<file path="src/rtl/uart_tx_arbiter_pkg.sv">
// Shared definitions for the UART arbitration/dispatch blocks.
// FSM state encoding and the default packet terminator byte.
package uart_tx_arbiter_pkg;

   typedef enum logic [2:0] {
      ARB_IDLE,
      ARB_ISSUE,
      ARB_GUARD,
      ARB_DRAIN,
      ARB_LWAIT
   } arb_state_t;

   localparam logic [7:0] PKT_END_DFLT = 8'h0A;

endpackage

</file>
<file path="src/rtl/uart_tx_arbiter_rr2.sv">
// Two-way round-robin pick: on contention the pointer decides,
// otherwise the single requester wins.
module arb_rr2 (
   input  logic [1:0] req,
   input  logic       rr_ptr,
   output logic       grant,
   output logic       valid
);

   always_comb begin
      valid = |req;
      if (&req) begin
         grant = rr_ptr;
      end else begin
         grant = req[1];
      end
   end

endmodule

</file>
<file path="src/rtl/uart_tx_arbiter.sv">
// Shares one UART transmitter between two FWFT byte queues with
// round-robin arbitration and optional per-requester packet lock.
module uart_tx_arbiter
   import uart_tx_arbiter_pkg::*;
#(
   parameter logic [1:0]  LOCK_EN      = 2'b10,
   parameter logic [7:0]  PKT_END      = PKT_END_DFLT,
   parameter int unsigned MAX_PKT      = 64,
   parameter int unsigned LOCK_TIMEOUT = 1024
) (
   input  logic       clk,
   input  logic       i_rst_n,
   input  logic       i_empty_n_0,
   input  logic [7:0] i_data_0,
   output logic       o_pop_0,
   input  logic       i_empty_n_1,
   input  logic [7:0] i_data_1,
   output logic       o_pop_1,
   input  logic       i_tx_busy,
   output logic       o_tx_wr,
   output logic [7:0] o_tx_data,
   output logic       o_grant,
   output logic       o_locked
);

   localparam int unsigned CNT_W = $clog2(MAX_PKT + 1);
   localparam int unsigned IDL_W = $clog2(LOCK_TIMEOUT + 1);
   localparam logic [CNT_W-1:0] CNT_MAX   = CNT_W'(MAX_PKT);
   localparam logic [IDL_W-1:0] IDLE_LAST = IDL_W'(LOCK_TIMEOUT - 1);

   arb_state_t       state_q, state_d;
   logic             grant_q, grant_d;
   logic             rr_q, rr_d;
   logic             locked_q, locked_d;
   logic [CNT_W-1:0] cnt_q, cnt_d, cnt_inc;
   logic [IDL_W-1:0] idle_q, idle_d;
   logic             wr_q, wr_d;
   logic             pop0_q, pop0_d;
   logic             pop1_q, pop1_d;

   logic             pick_grant, pick_valid;
   logic             gnt_req;
   logic [7:0]       head;

   arb_rr2 u_rr2 (
      .req    ({i_empty_n_1, i_empty_n_0}),
      .rr_ptr (rr_q),
      .grant  (pick_grant),
      .valid  (pick_valid)
   );

   assign gnt_req   = grant_q ? i_empty_n_1 : i_empty_n_0;
   assign head      = grant_q ? i_data_1 : i_data_0;
   assign cnt_inc   = cnt_q + CNT_W'(1);
   assign o_tx_data = head;
   assign o_grant   = grant_q;
   assign o_locked  = locked_q;
   assign o_tx_wr   = wr_q;
   assign o_pop_0   = pop0_q;
   assign o_pop_1   = pop1_q;

   always_comb begin
      state_d  = state_q;
      grant_d  = grant_q;
      rr_d     = rr_q;
      locked_d = locked_q;
      cnt_d    = cnt_q;
      idle_d   = idle_q;
      case (state_q)
         ARB_IDLE: begin
            if (!i_tx_busy && pick_valid) begin
               state_d = ARB_ISSUE;
               grant_d = pick_grant;
            end
         end
         ARB_ISSUE: begin
            cnt_d    = cnt_inc;
            locked_d = LOCK_EN[grant_q] && (head != PKT_END) && (cnt_inc < CNT_MAX);
            state_d  = ARB_GUARD;
         end
         // busy only rises the cycle after the write, so skip one look
         ARB_GUARD: state_d = ARB_DRAIN;
         ARB_DRAIN: begin
            if (!i_tx_busy) begin
               if (locked_q) begin
                  if (gnt_req) begin
                     state_d = ARB_ISSUE;
                  end else begin
                     state_d = ARB_LWAIT;
                     idle_d  = '0;
                  end
               end else begin
                  state_d = ARB_IDLE;
                  cnt_d   = '0;
                  rr_d    = ~grant_q;
               end
            end
         end
         ARB_LWAIT: begin
            if (gnt_req) begin
               state_d = ARB_ISSUE;
               idle_d  = '0;
            end else if (idle_q == IDLE_LAST) begin
               state_d  = ARB_IDLE;
               locked_d = 1'b0;
               cnt_d    = '0;
               rr_d     = ~grant_q;
            end else begin
               idle_d = idle_q + IDL_W'(1);
            end
         end
         default: state_d = ARB_IDLE;
      endcase
      // strobes are registered, so they are derived from the next state
      wr_d   = (state_d == ARB_ISSUE);
      pop0_d = wr_d && !grant_d;
      pop1_d = wr_d && grant_d;
   end

   always_ff @(posedge clk or negedge i_rst_n) begin
      if (!i_rst_n) begin
         state_q  <= ARB_IDLE;
         grant_q  <= 1'b0;
         rr_q     <= 1'b0;
         locked_q <= 1'b0;
         cnt_q    <= '0;
         idle_q   <= '0;
         wr_q     <= 1'b0;
         pop0_q   <= 1'b0;
         pop1_q   <= 1'b0;
      end else begin
         state_q  <= state_d;
         grant_q  <= grant_d;
         rr_q     <= rr_d;
         locked_q <= locked_d;
         cnt_q    <= cnt_d;
         idle_q   <= idle_d;
         wr_q     <= wr_d;
         pop0_q   <= pop0_d;
         pop1_q   <= pop1_d;
      end
   end

endmodule
</file>
<file path="config.mk">
export PLATFORM = sky130hd
export DESIGN_NAME = uart_tx_arbiter
export DESIGN_NICKNAME = d
export VERILOG_FILES = /design/src/rtl/uart_tx_arbiter_pkg.sv /design/src/rtl/uart_tx_arbiter_rr2.sv /design/src/rtl/uart_tx_arbiter.sv
export SDC_FILE = /design/constraint.sdc
export NUM_CORES = 1
export LEC_CHECK = 0
export ABC_AREA = 1
export CAP_MARGIN = 40
export CORE_ASPECT_RATIO = 0.9
export CORE_MARGIN = 4
export CORE_UTILIZATION = 45
export CTS_CLUSTER_DIAMETER = 50
export DETAILED_ROUTE_END_ITERATION = 7
export PLACE_DENSITY = 0.66
export SLEW_MARGIN = 0
export SYNTH_ARGS = -nofsm -noshare
export SYNTH_HDL_FRONTEND = slang
export SYNTH_SLANG_ARGS = --single-unit
</file>
<file path="constraint.sdc">
create_clock -name clk -period 3.8 [get_ports clk]
set_clock_uncertainty 0.15 [all_clocks]
set_input_delay 0.76 -clock clk [delete_from_list [all_inputs] [get_ports clk]]
set_output_delay 0.76 -clock clk [all_outputs]
set_load 0.02 [all_outputs]
</file>
==> results.yml <==
synth:
  synth_fp_nets: 296
  synth_top_family_by_area: "simple AND/OR/NAND/NOR gates"
  synthCells: 273
  ys_seq_area_share_pct: 35.79
  synth_area_leaders: "dfrtp_1 36%, nand2_1 19%, inv_1 8.0%"
  synth_xor_xnor_area_share_pct: 0.4639
  synth.ff_latch_count: 27
  synth_top_area_cell: "dfrtp_1"
  yosysUniqueCellTypes: 30
  synth_area_um2: 1888
  synth.top_cell.area_share_pct: 35.79
  yosys.area_share.simple_pct: 43.54
  ys_warn_count: 0
  synthAdderAreaFrac_pct: 1.325
  yosys-mux-area-fraction_pct: 1.193
  syn_avg_cell_area_um2: 6.916
  synth_compound_area_share_pct: 7.356
clock_tree:
  post-cts-setup-buffers: 0
  clock-root-buffer: "clkbuf_8"
  numCtsBuffers: 3
  post_cts_resized: 0
  cts.reportedPaths.clkPinSlew_ns: 0.10
  cts_tree: "yes"
  clockBufferDepth: 2
  htreeDepth: 1
  holdBufCountCts: 0
  clk_latency_ns: 0.28
  cts_sinks: 27
setup_path:
  r2r_start: "o_grant$_DFF_PN0_"
  worstPathRequired_ns: 2.89
  rr_worst_depth: 9
  crit_type: "in2out"
  crit_family: "buffers and inverters"
  crit_buf_inv: 4
  cp-end-kind: "output pin"
  cp_cell_sequence: "clkdlybuf4s50_1 > inv_1 > nand2_1 > nand2_1 > inv_1 > clkdlybuf4s50_1"
  critPathSlowestCell: "clkdlybuf4s50_1"
  arrival_ns: 2.02
  r2r_slack_ns: 1.66
  crit_fanout: 2
  start_kind: "primary input"
  timing.rr.end: "idle_q[9]$_DFFE_PN0P_"
  slowest_delay_ns: 0.59
timing:
  hold_viol_final: 0
  period_needed_ns: 2.927
  slew_violations: 0
  fin_crit_sh_pct: 77.02
  relSlewSlack_pct: 67.96
  worst_pin_slew_ns: 0.4806
  rsz0062_at_grt: "false"
  setup_violations: 0
  max_freq_ghz: 0.3417
  setup_tns_ns: 0
layout:
  nNetsFinal: 333
  final_common_cell: "nand2_1"
  finalNonFillerCells: 357
  final_cell_mix: "97 x nand2_1, 40 x inv_1, 33 x clkdlybuf4s50_1"
  drive_gt1_share_pct: 11.65
  fillers: 404
  syn2layout_area_growth_pct: 22.66
  diodes: 0
global_routing:
  grt_pass1_vias: 1634
  antenna_found_initial: 0
  track_usage_pct: 16.00
  grt_max_degree: 28
  grt_pass1_wl_um: 6989
  grt_overflow: 0
placement:
  place_congestion: 0.8038
  dpl.cell_count: 353
  dpl.hpwl_um: 3066
  port_buffers: 33
floorplan:
  coreArea_um2: 4074
  chipWidth_um: 76.28
  initial_core_util_pct: 46.35
  num_rows: 22
  pin_count: 34
  die_h_um: 69.45
  die_area_um2: 5297
min_path:
  holdPathEnd: "rr_q$_DFFE_PN0P_"
  holdPathStages: 2
  min_path_type: "reg2reg"
  min-delay-start: "rr_q$_DFFE_PN0P_"
routing:
  dr.pass1.iters: 4
  routedWlPerCell_um: 11.29
  dr.first_iter.drc_count: 41
  wl_um: 4029
  drcViolationCount: 0
  vias: 1746
  drtAntennaViolNets: 0
  via_per_inst: 4.891
power_and_ir_drop:
  p_per_area_nw_per_um2: 539.6
  power_leakage_nw: 1.175
  ir_drop_v: 0.0002385
status:
  status: "complete, no violations"
flow_run:
  maxCapViolations: 0
[per-layer routing]
metal  part of all wire [%]  up-vias  global-route usage, %
li1                       -      924                      -
met5                      0        -                      0
met3                    5.9        4                  4.156
met4                    1.6        0                  6.036
met2                     47       40                  28.10
met1                     45      778                  18.68
[flip-flops by register name (all words and copies together) (netlist names)]
register / flops
o_tx_wr: 1
idle_q: 11
cnt_q: 7
o_grant: 1
state_q: 3
rr_q: 1
o_locked: 1
o_pop_0: 1
o_pop_1: 1
[per-stage QoR]
step | hold WS [ns] | setup WS (ns) | instance area, µm² | util, % | power [mW]
finish | 0.3600 | 0.8731 | 2316 | 56.85 | 1.250
global route | 0.3962 | 0.7939 | 2316 | 56.85 | 1.356
CTS | 0.3627 | 0.8581 | 2316 | 56.85 | 1.267
detailed placement | 0.3401 | 0.8680 | 2270 | 55.71 | 1.097
global placement | 0.3370 | 0.8615 | 2270 | 55.71 | 1.091
floorplan | 0.3094 | 1.807 | 1888 | - | 0.8866
[tightest hold or removal path, stage by stage (launching register included)]
cell     delay [ns]
dfrtp_1        0.37
nand2_1        0.05
o21ai_1        0.06
[cell type report]
| class | count | area, µm² | share of cell area, % |
|---|---|---|---|
| multi-input cells | 197 | 1017 | 43.92 |
| flip-flops and latches | 27 | 675.6 | 29.17 |
| repair buffers | 34 | 337.8 | 14.59 |
| inverters | 47 | 178.9 | 7.726 |
| well taps | 48 | 60.06 | 2.593 |
| clock buffers | 3 | 41.29 | 1.783 |
| clock inverters | 1 | 5.005 | 0.2161 |
[cells by family (layout without fill, tap and decap cells)]
logic type / after synthesis / in the layout
compound gates: 18 / 18
mux: 1 / 1
fa+ha+maj: 2 / 2
xor+xnor: 1 / 1
simple gates: 175 / 175
flops: 27 / 27
buf+inv: 49 / 85
[report_power, final]
group / internal [mW] / switching [mW] / total [mW] / leakage, nW
clock network: 0.0737 / 0.0934 / 0.167 / 0.0255
logic: 0.252 / 0.363 / 0.615 / 0.788
registers: 0.368 / 0.100 / 0.468 / 0.361
[worst max path at each step]
stage,slack (ns),endpoint,startpoint,cells after the start
after global placement,0.86,o_tx_data[2],i_data_0[2],6
after detailed placement,0.87,o_tx_data[2],i_data_0[2],6
final,0.87,o_tx_data[2],i_data_0[2],6
after floorplan,1.81,o_tx_data[2],o_grant$_DFF_PN0_,5
after CTS,0.86,o_tx_data[2],i_data_0[2],6
after global routing,0.79,o_tx_data[5],i_data_0[5],6
[synth_stat cells, drive strengths merged]
cell / count
o22ai: 1
xor2: 1
ha: 2
mux2i: 1
nor3b: 3
inv: 47
nand3: 30
o31ai: 1
nand3b: 1
dfrtp: 27
nand2: 102
buf: 2
o21ai: 12
a21oi: 2
o21bai: 1
nor2: 31
a21o: 1
nand4: 8
Note: power is estimated with default switching activity, not from simulation.
